`src/rtl/design_switch_sequencer.sv`:
```
// Decides which hosted design owns the shared pads/clock; sequences reset-old, clock gap, select, reset-new.
// Wishbone acks one cycle after a hit with no wait states; a held strobe acks every other cycle.
module design_switch_sequencer #(
    parameter int          NUM_DESIGNS = 13,
    parameter int          RST_CYCLES  = 8,
    parameter logic [31:0] BASE_ADDR   = 32'h3000_0000
) (
    input  logic                   clk,
    input  logic                   rst,
    input  logic                   wbs_stb_i,
    input  logic                   wbs_cyc_i,
    input  logic                   wbs_we_i,
    input  logic [31:0]            wbs_adr_i,
    input  logic [31:0]            wbs_dat_i,
    output logic [31:0]            wbs_dat_o,
    output logic                   wbs_ack_o,
    output logic [3:0]             sel_o,
    output logic [NUM_DESIGNS-1:0] rst_o,
    output logic                   clk_en_o,
    output logic                   busy_o
);
    typedef enum logic [1:0] {
        S_RUN     = 2'd0,
        S_RST_OLD = 2'd1,
        S_GAP     = 2'd2,
        S_RST_NEW = 2'd3
    } state_t;

    localparam int                   CW      = $clog2(RST_CYCLES + 1);
    localparam logic [CW-1:0]        LAST    = CW'(RST_CYCLES - 1);
    localparam logic [NUM_DESIGNS-1:0] ONE   = NUM_DESIGNS'(1);
    localparam logic [4:0]           ND5     = 5'(NUM_DESIGNS);

    state_t                 r_state;
    logic [CW-1:0]          r_cnt;
    logic [3:0]             r_sel;
    logic [3:0]             r_pend;
    logic [7:0]             r_div;
    logic [7:0]             r_dcnt;
    logic                   r_err;
    logic                   r_ack;
    logic [31:0]            r_dat;
    logic [NUM_DESIGNS-1:0] r_rst;

    logic        w_acc, w_wr, w_rd;
    logic [1:0]  w_reg;
    logic        w_sel_wr, w_sel_ok, w_sel_bad, w_div_wr, w_st_rd;
    logic        w_tick, w_en;
    logic [31:0] w_rdata;
    logic        w_unused;

    // Blocking accept while ack is high gives the one-cycle ack and the alternate-cycle held strobe.
    assign w_acc     = wbs_stb_i & wbs_cyc_i & (wbs_adr_i[31:4] == BASE_ADDR[31:4]) & ~r_ack;
    assign w_wr      = w_acc & wbs_we_i;
    assign w_rd      = w_acc & ~wbs_we_i;
    assign w_reg     = wbs_adr_i[3:2];
    assign w_sel_wr  = w_wr & (w_reg == 2'd0);
    assign w_sel_ok  = w_sel_wr & (r_state == S_RUN) & ({1'b0, wbs_dat_i[3:0]} < ND5);
    assign w_sel_bad = w_sel_wr & ~w_sel_ok;
    assign w_div_wr  = w_wr & (w_reg == 2'd1);
    assign w_st_rd   = w_rd & (w_reg == 2'd2);
    assign w_unused  = ^{wbs_dat_i[31:8], wbs_adr_i[1:0]};

    assign w_tick    = (r_dcnt == r_div);
    assign w_en      = w_tick & (r_state != S_GAP) & ~rst;

    always_comb begin
        w_rdata = '0;
        case (w_reg)
            2'd0:    w_rdata = {28'b0, r_sel};
            2'd1:    w_rdata = {24'b0, r_div};
            2'd2:    w_rdata = {24'b0, 1'b0, r_state, r_err, r_sel};
            default: w_rdata = '0;
        endcase
    end

    always_ff @(posedge clk) begin
        if (rst) begin
            r_ack  <= 1'b0;
            r_dat  <= '0;
            r_div  <= '0;
            r_dcnt <= '0;
            r_err  <= 1'b0;
        end else begin
            r_ack <= w_acc;
            r_dat <= w_rd ? w_rdata : 32'b0;
            // A new error wins over the clear-on-read in the same cycle.
            r_err <= (r_err & ~w_st_rd) | w_sel_bad;
            if (w_div_wr) begin
                r_div  <= wbs_dat_i[7:0];
                r_dcnt <= '0;
            end else if (w_tick) begin
                r_dcnt <= '0;
            end else begin
                r_dcnt <= r_dcnt + 8'd1;
            end
        end
    end

    always_ff @(posedge clk) begin
        if (rst) begin
            r_state <= S_RST_NEW;
            r_cnt   <= '0;
            r_sel   <= '0;
            r_pend  <= '0;
            r_rst   <= '1;
        end else begin
            case (r_state)
                S_RUN: begin
                    if (w_sel_ok) begin
                        r_pend  <= wbs_dat_i[3:0];
                        r_cnt   <= '0;
                        r_rst   <= '1;
                        r_state <= S_RST_OLD;
                    end
                end
                S_RST_OLD: begin
                    if (w_en) begin
                        if (r_cnt == LAST) begin
                            r_cnt   <= '0;
                            r_state <= S_GAP;
                        end else begin
                            r_cnt <= r_cnt + 1'b1;
                        end
                    end
                end
                S_GAP: begin
                    r_sel   <= r_pend;
                    r_cnt   <= '0;
                    r_state <= S_RST_NEW;
                end
                default: begin
                    if (w_en) begin
                        if (r_cnt == LAST) begin
                            r_cnt   <= '0;
                            r_rst   <= ~(ONE << r_sel);
                            r_state <= S_RUN;
                        end else begin
                            r_cnt <= r_cnt + 1'b1;
                        end
                    end
                end
            endcase
        end
    end

    assign wbs_ack_o = r_ack;
    assign wbs_dat_o = r_dat;
    assign sel_o     = r_sel;
    assign rst_o     = r_rst;
    assign clk_en_o  = w_en;
    assign busy_o    = (r_state != S_RUN);
endmodule

```
`config.mk`:
```
export PLATFORM = sky130hd
export DESIGN_NAME = design_switch_sequencer
export DESIGN_NICKNAME = d
export VERILOG_FILES = /design/src/rtl/design_switch_sequencer.sv
export SDC_FILE = /design/constraint.sdc
export NUM_CORES = 1
export LEC_CHECK = 0
export ABC_CLOCK_PERIOD_IN_PS = 4100
export BUFFER_PORTS_ARGS = -buffer_cell sky130_fd_sc_hd__buf_2
export CAP_MARGIN = 10
export CORE_ASPECT_RATIO = 0.75
export CORE_MARGIN = 8
export CORE_UTILIZATION = 45
export DETAILED_ROUTE_END_ITERATION = 10
export PLACE_DENSITY = 0.8
export RECOVER_POWER = 25
export SYNTH_ARGS = -nofsm -noshare
export SYNTH_HDL_FRONTEND = slang
export SYNTH_SLANG_ARGS = --single-unit
```
`constraint.sdc`:
```
create_clock -name clk -period 4.1 [get_ports clk]
set_clock_uncertainty 0.2 [all_clocks]
set_input_delay 1.025 -clock clk [delete_from_list [all_inputs] [get_ports clk]]
set_output_delay 1.025 -clock clk [all_outputs]
set_load 0.005 [all_outputs]
```
==> flow_summary.ini, run 1 <==
[run_status]
status = completed

[route]
final_antenna_net_count = 0
drt_iter0_drc = 146
routedWlPerCell_um = 14.86
wirelength_um = 6286
route.detailed.drc = 0
vias_per_cell = 5.201
first_pass_iters = 4
vias = 2200

[power]
p_per_area_nw_per_um2 = 294.9
clock_power_share = 0.341
ir_drop_mv = 0.1948
power.share.sequential = 0.596
p_sw_frac = 0.2249
p_leak_nw = 1.144
p_switching_w = 0.0001953
total_power_w = 0.0008682
power.internal_w = 0.0006729
p_comb_frac = 0.063

[setup_path]
criticalPathCategory = primary input to flip-flop
critPathLaunchType = primary input
path_buf_inv = 1
crit_chain = buf_2 > nor4_1 > nand4_1 > or4_4 > a21oi_4 > nor3_1 > a41oi_1
cp_top_family = simple AND/OR/NAND/NOR gates
worstPathMaxFanout = 26
slowest_delay_ns = 0.62
worst_ep_arrival_time_ns = 3.18
cp_slowest_cell = or4_4
end_kind = flip-flop
critPathRequiredTime_ns = 4.13

[grt]
grt_max_degree = 46
grt_usage = 0.1529
grt_pass1_vias = 2212
grt-ovfl-total = 0
grt_pass1_wl_um = 10130
antenna_found_initial = 0

[timing]
setup-violations-final = 0
fin_tns_setup_ns = 0
min_period_ns = 3.145
max_freq_mhz = 318.0
rsz0062_at_grt = false
relSlewSlack = 0.5247
maxSlewViolCount = 0
finalCritPeriodShare = 0.7670
tightest_slew_ns = 0.7075
hold_viol = 0

[clocking]
cts_resized = 0
numCtsBuffers = 5
cts_num_sinks = 53
postCtsSetupBuffers = 0
cts_hold_buf = 0
cts_buffer_depth = 2
cts-root-buf = clkbuf_8
clk_pin_slew_ns = 0.09
cts_tree = yes
htreeDepth = 2
clock_latency_ns = 0.31

[yosys]
synth_warnings = 0
synthXorXnorAreaFrac = 0.05114
yosys.area_share.simple = 0.2484
synthAdderAreaFrac = 0.02435
synth_area_per_cell_sq_um = 9.077
synthMuxAreaShare = 0.06235
synthFlopType = dfxtp_1
synth_async_sr_flop_share = 0
synth_compound_area_frac = 0.09888
synth_top_family_by_area = simple AND/OR/NAND/NOR gates
seq_area_frac_synth = 0.4131
syn_area_sq_um = 2569
ys_types = 48
synth_edf_count = 0
post-synth-top-area-fraction = 0.4131
synth.area.top_cells = dfxtp_1 (41%), buf_4 (7.0%), mux2i_1 (6.2%)
synth_area_leader_cell = dfxtp_1
ys_ff_latch = 53
syn-instance-count = 283

[die]
core_area_sq_um = 5439
ios = 121
fp.dieArea_sq_um = 8407
die_y_um = 81.43
std_cell_rows = 23
fp.dieW_um = 103.2
start_util = 0.4723

[layout]
fill_cells = 523
area_growth_pct = 14.61
num_antenna_cells = 0
finalNetCount = 422
drive_above_1_share = 0.2098
instances_no_fill = 423

[place]
gp_congestion = 0.8277
dp.cells = 416
port_buffers = 70
hpwl_um = 4962

[worst_hold_path]
min_path_type = flip-flop to flip-flop

[flow_run]
max_cap_viol_count = 0
power by group through the flow:
stage	clock network [W]	registers, W	logic [W]
detailed placement	0	0.000529	0.0000538
global route	0.000323	0.000518	0.0000611
CTS	0.000303	0.000517	0.0000539
global placement	0	0.000529	0.0000517
floorplan	0	0.000529	0.0000414
finish	0.000296	0.000517	0.0000547
stage by stage:
step	utilization	area, sq um	hold WS [ns]	worst slack [ns]
final	0.5413	2944	0.2699	0.9553
after global routing	0.5413	2944	0.3029	0.7572
after CTS	0.5438	2958	0.2730	0.9866
after detailed placement	0.5280	2872	0.2611	0.6699
after global placement	0.5280	2872	0.2595	0.7624
after floorplan	-	2655	0.2345	1.151
cell usage after synthesis (2+ instances only):
master / instances
clkbuf_1: 7
nor2_1: 33
nor4_2: 3
a22oi_1: 3
nor2b_1: 2
nor3_1: 18
buf_4: 24
ha_1: 5
xor2_1: 6
nand3_1: 6
buf_1: 2
nand2b_1: 4
or3_1: 2
or2_1: 2
nand3b_1: 5
nand2_1: 14
mux2i_1: 16
o221ai_1: 2
a31oi_1: 13
a21oi_1: 8
nand4_1: 5
o211ai_1: 2
nor4_1: 4
nor4b_1: 2
buf_2: 2
nor3b_1: 4
xnor2_1: 9
dfxtp_1: 53
inv_1: 6
and3_1: 3
worst paths after layout:
| kind | from | endpoint | slack, ns | depth (start not counted) |
|---|---|---|---|---|
| worst min-delay path | r_div[7] | wbs_dat_o[7] | 0.27 | 2 |
| worst min register to register | r_div[7] | wbs_dat_o[7] | 0.27 | 2 |
| worst max register to register | r_state[0] | rst_o[12] | 1.25 | 8 |
| worst max-delay path | wbs_adr_i[25] | rst_o[12] | 0.96 | 7 |
per-layer routing:
layer	part of all wire	track usage
met1	0.46	0.1899
met2	0.46	0.2378
met3	0.067	0.04899
met4	0.015	0.07050
met5	0	0
cell type report:
class | instances | area, sq um | area share
flip-flops and latches | 53 | 1061 | 0.3604
multi-input cells | 211 | 1336 | 0.4539
clock buffers | 7 | 86.33 | 0.02932
repair buffers | 71 | 344.1 | 0.1169
inverters | 6 | 22.52 | 0.007650
well taps | 75 | 93.84 | 0.03187
placed cells by master, fill, tap and decap left out, types with 2 or more instances in the layout:
cell / netlist / final
mux2i_1: 16 / 16
nor3_1: 18 / 18
clkbuf_8: 0 / 6
nand3b_1: 5 / 5
nand4_1: 5 / 5
nor2_1: 33 / 33
nor4_2: 3 / 3
nor4_1: 4 / 4
buf_2: 2 / 59
or2_1: 2 / 2
and3_1: 3 / 3
ha_1: 5 / 5
xnor2_1: 9 / 9
nand2_1: 14 / 14
a31oi_1: 13 / 13
inv_1: 6 / 6
a22oi_1: 3 / 3
conb_1: 1 / 24
nand2b_1: 4 / 4
o211ai_1: 2 / 2
a21oi_1: 8 / 8
clkbuf_1: 7 / 12
or3_1: 2 / 2
nor3b_1: 4 / 4
dfxtp_1: 53 / 53
nand3_1: 6 / 6
nor4b_1: 2 / 2
xor2_1: 6 / 6
nor2b_1: 2 / 2
o221ai_1: 2 / 2
registers in the layout, summed over array words and instances (netlist names), 2 cells and up:
name and flops:
r_cnt 4, r_dcnt 8, r_div 8, r_pend 4, r_state 2, rst_o 13, sel_o 4, wbs_dat_o 8
worst reg2reg max path, stage by stage, from the launching register on:
cell and delay [ns]:
dfxtp_1 0.40, inv_1 0.09, ha_1 0.35, or2_1 0.33, nor2_1 0.09, or4b_1 0.50, a21oi_4 0.54, nor3_1 0.10
a41oi_1 0.18
logic make-up after synthesis:
family                     count (synthesis)
muxes                                     16
adders and majority gates                  5
and+or+nand+nor                          114
buffers and inverters                     42
xor gates and xnor gates                  15
other                                      1
AOI/OAI and AO/OA                         37
DFF                                       53
No activity file was read; power rests on OpenSTA's default activity.
==> run 2: changes to the inputs <==
Settings changed: ABC_CLOCK_PERIOD_IN_PS 4100 to 3100.
Clock period 4.1 ns to 3.1 ns, I/O delays scaled along.
==> run 2 against run 1 <==
The flow now finishes with violations (max-capacitance violations, max-slew violations). Flip-flop and latch count stayed put. Combinational power up 31%. Clock-buffer cell count is the same. Via count increased by 0.36%. First-iteration DRC count down 47%. Global-route usage fell by 0.55 points. Critical path type is now flip-flop to primary output. Critical endpoint is now clk_en_o.
==> flow_summary.ini, run 2 (same netlist as run 1, synthesis figures left out) <==
[setup_path]
end_kind = primary output
reg2regPathDepth = 9
criticalPathCategory = flip-flop to primary output
worstPathMaxFanout = 8
r2r_slack_ns = 0.46
critPathLaunchType = flip-flop
r2r-end = rst_o[12]
reg2reg_from = r_state[0]
critPathRequiredTime_ns = 2.12
worst_ep_arrival_time_ns = 1.87

[clocking]
clock_latency_ns = 0.30
cts_num_sinks = 53
cts-root-buf = clkbuf_8
cts_hold_buf = 0
numCtsBuffers = 5
postCtsSetupBuffers = 0
htreeDepth = 2
cts_resized = 0
clk_pin_slew_ns = 0.08
cts_buffer_depth = 2
cts_tree = yes

[grt]
antenna_found_initial = 0
grt_pass1_wl_um = 9777
grt_use_met1 = 0.1872
grt_usage = 0.1474
top_usage_layer = met2
grt_pass1_vias = 2139
grt_max_degree = 36
use_met2 = 0.2384
grt-ovfl-total = 0
met3_usage = 0.04476

[layout]
final_cell_mix = buf_2 (62), dfxtp_1 (53), nor2_1 (33)
finalNetCount = 427
area_growth_pct = 16.56
drive_above_1_share = 0.2266
num_antenna_cells = 0
fill_cells = 494
largest_reg_flops = 13
design_area_sq_um = 2994
mostFrequentLayoutCell = buf_2
utilization = 0.5505

[timing]
fin_tns_setup_ns = 0
finalCritPeriodShare = 0.9193
hold_viol = 0
min_period_ns = 2.850
max_freq_mhz = 350.9
setup-violations-final = 0
tightest_slew_ns = 1.509
relSlewSlack = -0.005897
rsz0062_at_grt = false
setup_ws_ns = 0.2502
maxSlewViolCount = 36

[die]
core_area_sq_um = 5439
die_y_um = 81.43
ios = 121
fp.dieW_um = 103.2
fp.dieArea_sq_um = 8407
start_util = 0.4723
std_cell_rows = 23

[route]
first_pass_iters = 4
route.detailed.drc = 0
wirelength_um = 6316
routedWlPerCell_um = 14.76
vias_per_cell = 5.159
final_antenna_net_count = 0
drt_iter0_drc = 78
vias = 2208

[worst_hold_path]
min_path_type = flip-flop to flip-flop
hold_start = r_cnt[3]
hold_end = r_cnt[3]
whs_path_depth = 1

[power]
ir_drop_mv = 0.2411
p_leak_nw = 1.178
p_per_area_nw_per_um2 = 379.7

[place]
hpwl_um = 4961
port_buffers = 70
dp_slack_ns = 0.1086
placed_area_sq_um = 2922
gp_congestion = 0.8761

[flow_run]
max_cap_viol_count = 1

[run_status]
violations = max-capacitance violations, max-slew violations
status = complete, but fails checks
==> run 2: changes by cell type in the layout (fill, tap and decap cells not counted), sizes merged <==
| cell | delta |
|---|---|
| clkbuf | -2 |
| buf | +7 |
==> run 2: worst max path at each step <==
stage	startpoint	end	slack (ns)	cells after the start
2_1_floorplan	wbs_adr_i[5]	r_state[0]	0.40	6
6_report	r_state[0]	clk_en_o	0.25	4
3_3_place_gp	wbs_adr_i[5]	r_state[0]	0.17	7
4_1_cts	r_state[0]	clk_en_o	0.28	4
3_5_place_dp	wbs_adr_i[25]	r_state[0]	0.11	7
5_1_grt	r_state[0]	clk_en_o	0.08	4
==> run 2: report_power, final <==
part	internal (W)	switching, W
combinational	0.0000298	0.0000420
sequential	0.000682	0.00000182
clock	0.000177	0.000203
==> run 2: stage by stage <==
| step | hold WS (ns) | total power [W] | std cells |
|---|---|---|---|
| 6_report | 0.2801 | 0.001137 | 428 |
| 5_1_grt | 0.2977 | 0.001186 | 428 |
| 4_1_cts | 0.2738 | 0.001149 | 428 |
| 2_1_floorplan | 0.2345 | 0.0007545 | 306 |
| 3_3_place_gp | 0.2566 | 0.0007688 | 421 |
| 3_5_place_dp | 0.2601 | 0.0007710 | 421 |
==> run 2: critical path, stage by stage (launching register included) <==
cell	delay (ns)
dfxtp_1	0.39
inv_1	0.08
ha_1	0.34
nor4_1	0.55
buf_2	0.21
==> run 2: layout make-up <==
| cell class | count | area, sq um | share of cell area |
|---|---|---|---|
| tap | 75 | 93.84 | 0.03134 |
| clock buffer | 7 | 86.33 | 0.02883 |
| multi-input combinational | 211 | 1336 | 0.4463 |
| inverter | 6 | 22.52 | 0.007522 |
| timing repair buffer | 76 | 394.1 | 0.1316 |
| sequential | 53 | 1061 | 0.3544 |
==> run 2: routing by layer <==
metal,routed length [um],share of wire
met5,0,0
met3,515,0.082
met1,2850,0.45
met4,44,0.0070
met2,2907,0.46
==> run 3: changes to the inputs <==
Settings changed: ABC_AREA from default to 1, PLACE_DENSITY 0.8 to 0.78.
==> run 3 against run 2 <==
The flow now finishes without violations. Sequential share of layout area is 2.6 points lower. Core utilization fell by 2.8 points. Synthesized cell count grew 46%. Critical path depth rose by 5. Design area increased by 8.0%. Total power grew 5.1%. Wire length up 13%. Largest power group unchanged.
==> flow_summary.ini, run 3 <==
[layout]
largest_reg_flops = 13
mostFrequentLayoutCell = nand2_1
area_growth_pct = 13.78
num_antenna_cells = 0
drive_above_1_share = 0.1684
finalNetCount = 554
fill_cells = 625
final_cell_mix = nand2_1 (90), nor2_1 (65), buf_2 (58)
instances_no_fill = 562

[place]
gp_congestion = 0.8554
dp_slack_ns = 0.5514
port_buffers = 70
dp.cells = 554
hpwl_um = 5692

[timing]
min_period_ns = 2.572
finalCritPeriodShare = 0.8296
setup_ws_ns = 0.5284
max_freq_mhz = 388.9
fin_tns_setup_ns = 0
rsz0062_at_grt = false
hold_viol = 0
setup-violations-final = 0
maxSlewViolCount = 0

[die]
start_util = 0.4588
core_area_sq_um = 6193
fp.dieW_um = 107.8
ios = 121
fp.dieArea_sq_um = 9139
std_cell_rows = 25
die_y_um = 84.82

[worst_hold_path]
hold_start = rst_o[5]
min_path_type = flip-flop to flip-flop
hold_end = rst_o[5]
whs_path_depth = 2

[yosys]
synth_common_cells = nand2_1 (90), nor2_1 (64), dfxtp_1 (53)
ys_types = 29
synth_area_leader_cell = dfxtp_1
synthMostInstantiatedCell = nand2_1
synth_edf_count = 0
syn_area_sq_um = 2841
synthFlopType = dfxtp_1
ys_ff_latch = 53
synth_area_per_cell_sq_um = 6.880
syn-instance-count = 413
seq_area_frac_synth = 0.3734
synth_async_sr_flop_share = 0
synth_warnings = 0
post-synth-top-area-fraction = 0.3734
synth.area.top_cells = dfxtp_1 (37%), nand2_1 (12%), nor2_1 (8.5%)

[power]
power.internal_w = 0.0008872
p_sw_frac = 0.2571
power.share.sequential = 0.577
p_comb_frac = 0.082
p_switching_w = 0.0003070
clock_power_share = 0.341
p_per_area_nw_per_um2 = 369.4
p_leak_nw = 1.421
ir_drop_mv = 0.1905

[setup_path]
critPathRequiredTime_ns = 2.12
slowest_delay_ns = 0.41
r2r-end = rst_o[11]
critPathLaunchType = flip-flop
reg2reg_from = r_state[0]
path_buf_inv = 2
cp_slowest_cell = dfxtp_1
criticalPathCategory = flip-flop to primary output
cp_top_family = simple AND/OR/NAND/NOR gates
reg2regPathDepth = 9
r2r_slack_ns = 0.88
worstPathMaxFanout = 5
crit_chain = inv_1 > nand2_1 > nand2_1 > nor2_1 > nand2_1 > nor2_2 > nand2_1 > nor2_1 > buf_2
end_kind = primary output
worst_ep_arrival_time_ns = 1.60
crit_path_frequent_cell = nand2_1

[grt]
grt_usage = 0.1517
grt_pass1_wl_um = 11630
grt_pass1_vias = 2500
antenna_found_initial = 0
grt-ovfl-total = 0
grt_max_degree = 33

[clocking]
htreeDepth = 2
postCtsSetupBuffers = 0
numCtsBuffers = 5
cts-root-buf = clkbuf_8
cts_num_sinks = 53
cts_hold_buf = 0
cts_tree = yes
cts_resized = 0
cts_buffer_depth = 2
clock_latency_ns = 0.32
clk_pin_slew_ns = 0.11

[route]
routedWlPerCell_um = 12.68
vias = 2729
first_pass_iters = 4
drt_iter0_drc = 221
final_antenna_net_count = 0
route.detailed.drc = 0
vias_per_cell = 4.856
wirelength_um = 7128

[flow_run]
max_cap_viol_count = 0

[run_status]
status = completed
-- run 3: cells by family (layout without fill, tap and decap cells) --
family | Yosys count | after routing | synth area share
compound gates | 44 | 44 | 0.08234
xor+xnor | 6 | 6 | 0.01849
fa+ha+maj | 5 | 5 | 0.02202
buf+inv | 80 | 125 | 0.1440
flops | 53 | 53 | 0.3734
other cells | 1 | 24 | 0.001320
simple gates | 224 | 224 | 0.3584
-- run 3: final cells by class --
| class | count | area, sq um | area share |
|---|---|---|---|
| timing repair buffer | 74 | 365.4 | 0.1130 |
| sequential | 53 | 1061 | 0.3282 |
| inverter | 43 | 161.4 | 0.04992 |
| clock buffer | 5 | 68.82 | 0.02128 |
| clock inverter | 3 | 25.02 | 0.007740 |
| tap | 81 | 101.3 | 0.03135 |
| multi-input combinational | 303 | 1450 | 0.4485 |
-- run 3: how the worst max path moves through the flow --
stage / from / slack [ns] / cells after the start / endpoint
3_5_place_dp: rst / 0.55 / 8 / rst_o[11]
5_1_grt: r_dcnt[0] / 0.35 / 9 / clk_en_o
6_report: r_dcnt[0] / 0.53 / 9 / clk_en_o
3_3_place_gp: wbs_adr_i[19] / 0.59 / 9 / r_dcnt[4]
4_1_cts: r_dcnt[0] / 0.51 / 9 / clk_en_o
2_1_floorplan: rst / 0.87 / 4 / clk_en_o
-- run 3: metrics by stage --
stage            util  instance area [sq um]  hold slack, ns  total power, W
2_1_floorplan       -                   2928          0.2301       0.0007750
3_3_place_gp   0.5105                   3162          0.2375       0.0007978
3_5_place_dp   0.5105                   3162          0.2389       0.0008014
4_1_cts        0.5257                   3256          0.2665        0.001200
5_1_grt        0.5220                   3233          0.2925        0.001248
6_report       0.5220                   3233          0.2623        0.001194
-- run 3: worst register-to-register path, delay by kind of cell, from the launching register on --
family                     cells  cell delay (ns)
adders and majority gates      1             0.28
and+or+nand+nor                6             1.02
buffers and inverters          2             0.25
DFF                            1             0.35
-- run 3: power by group through the flow --
stage	Combinational (W)	Sequential, W	Clock, W
final	0.0000984	0.000689	0.000407
after detailed placement	0.0000968	0.000705	0
after floorplan	0.0000716	0.000703	0
after global routing	0.000113	0.000690	0.000446
after global placement	0.0000934	0.000704	0
after CTS	0.0000972	0.000689	0.000414
-- run 3: routing by layer --
layer	vias to the layer above	track usage	wire (um)
li1	1409	-	-
met1	1223	0.1967	3278
met2	93	0.2398	3086
met3	4	0.04996	729
met4	0	0.02764	33
met5	-	0	0
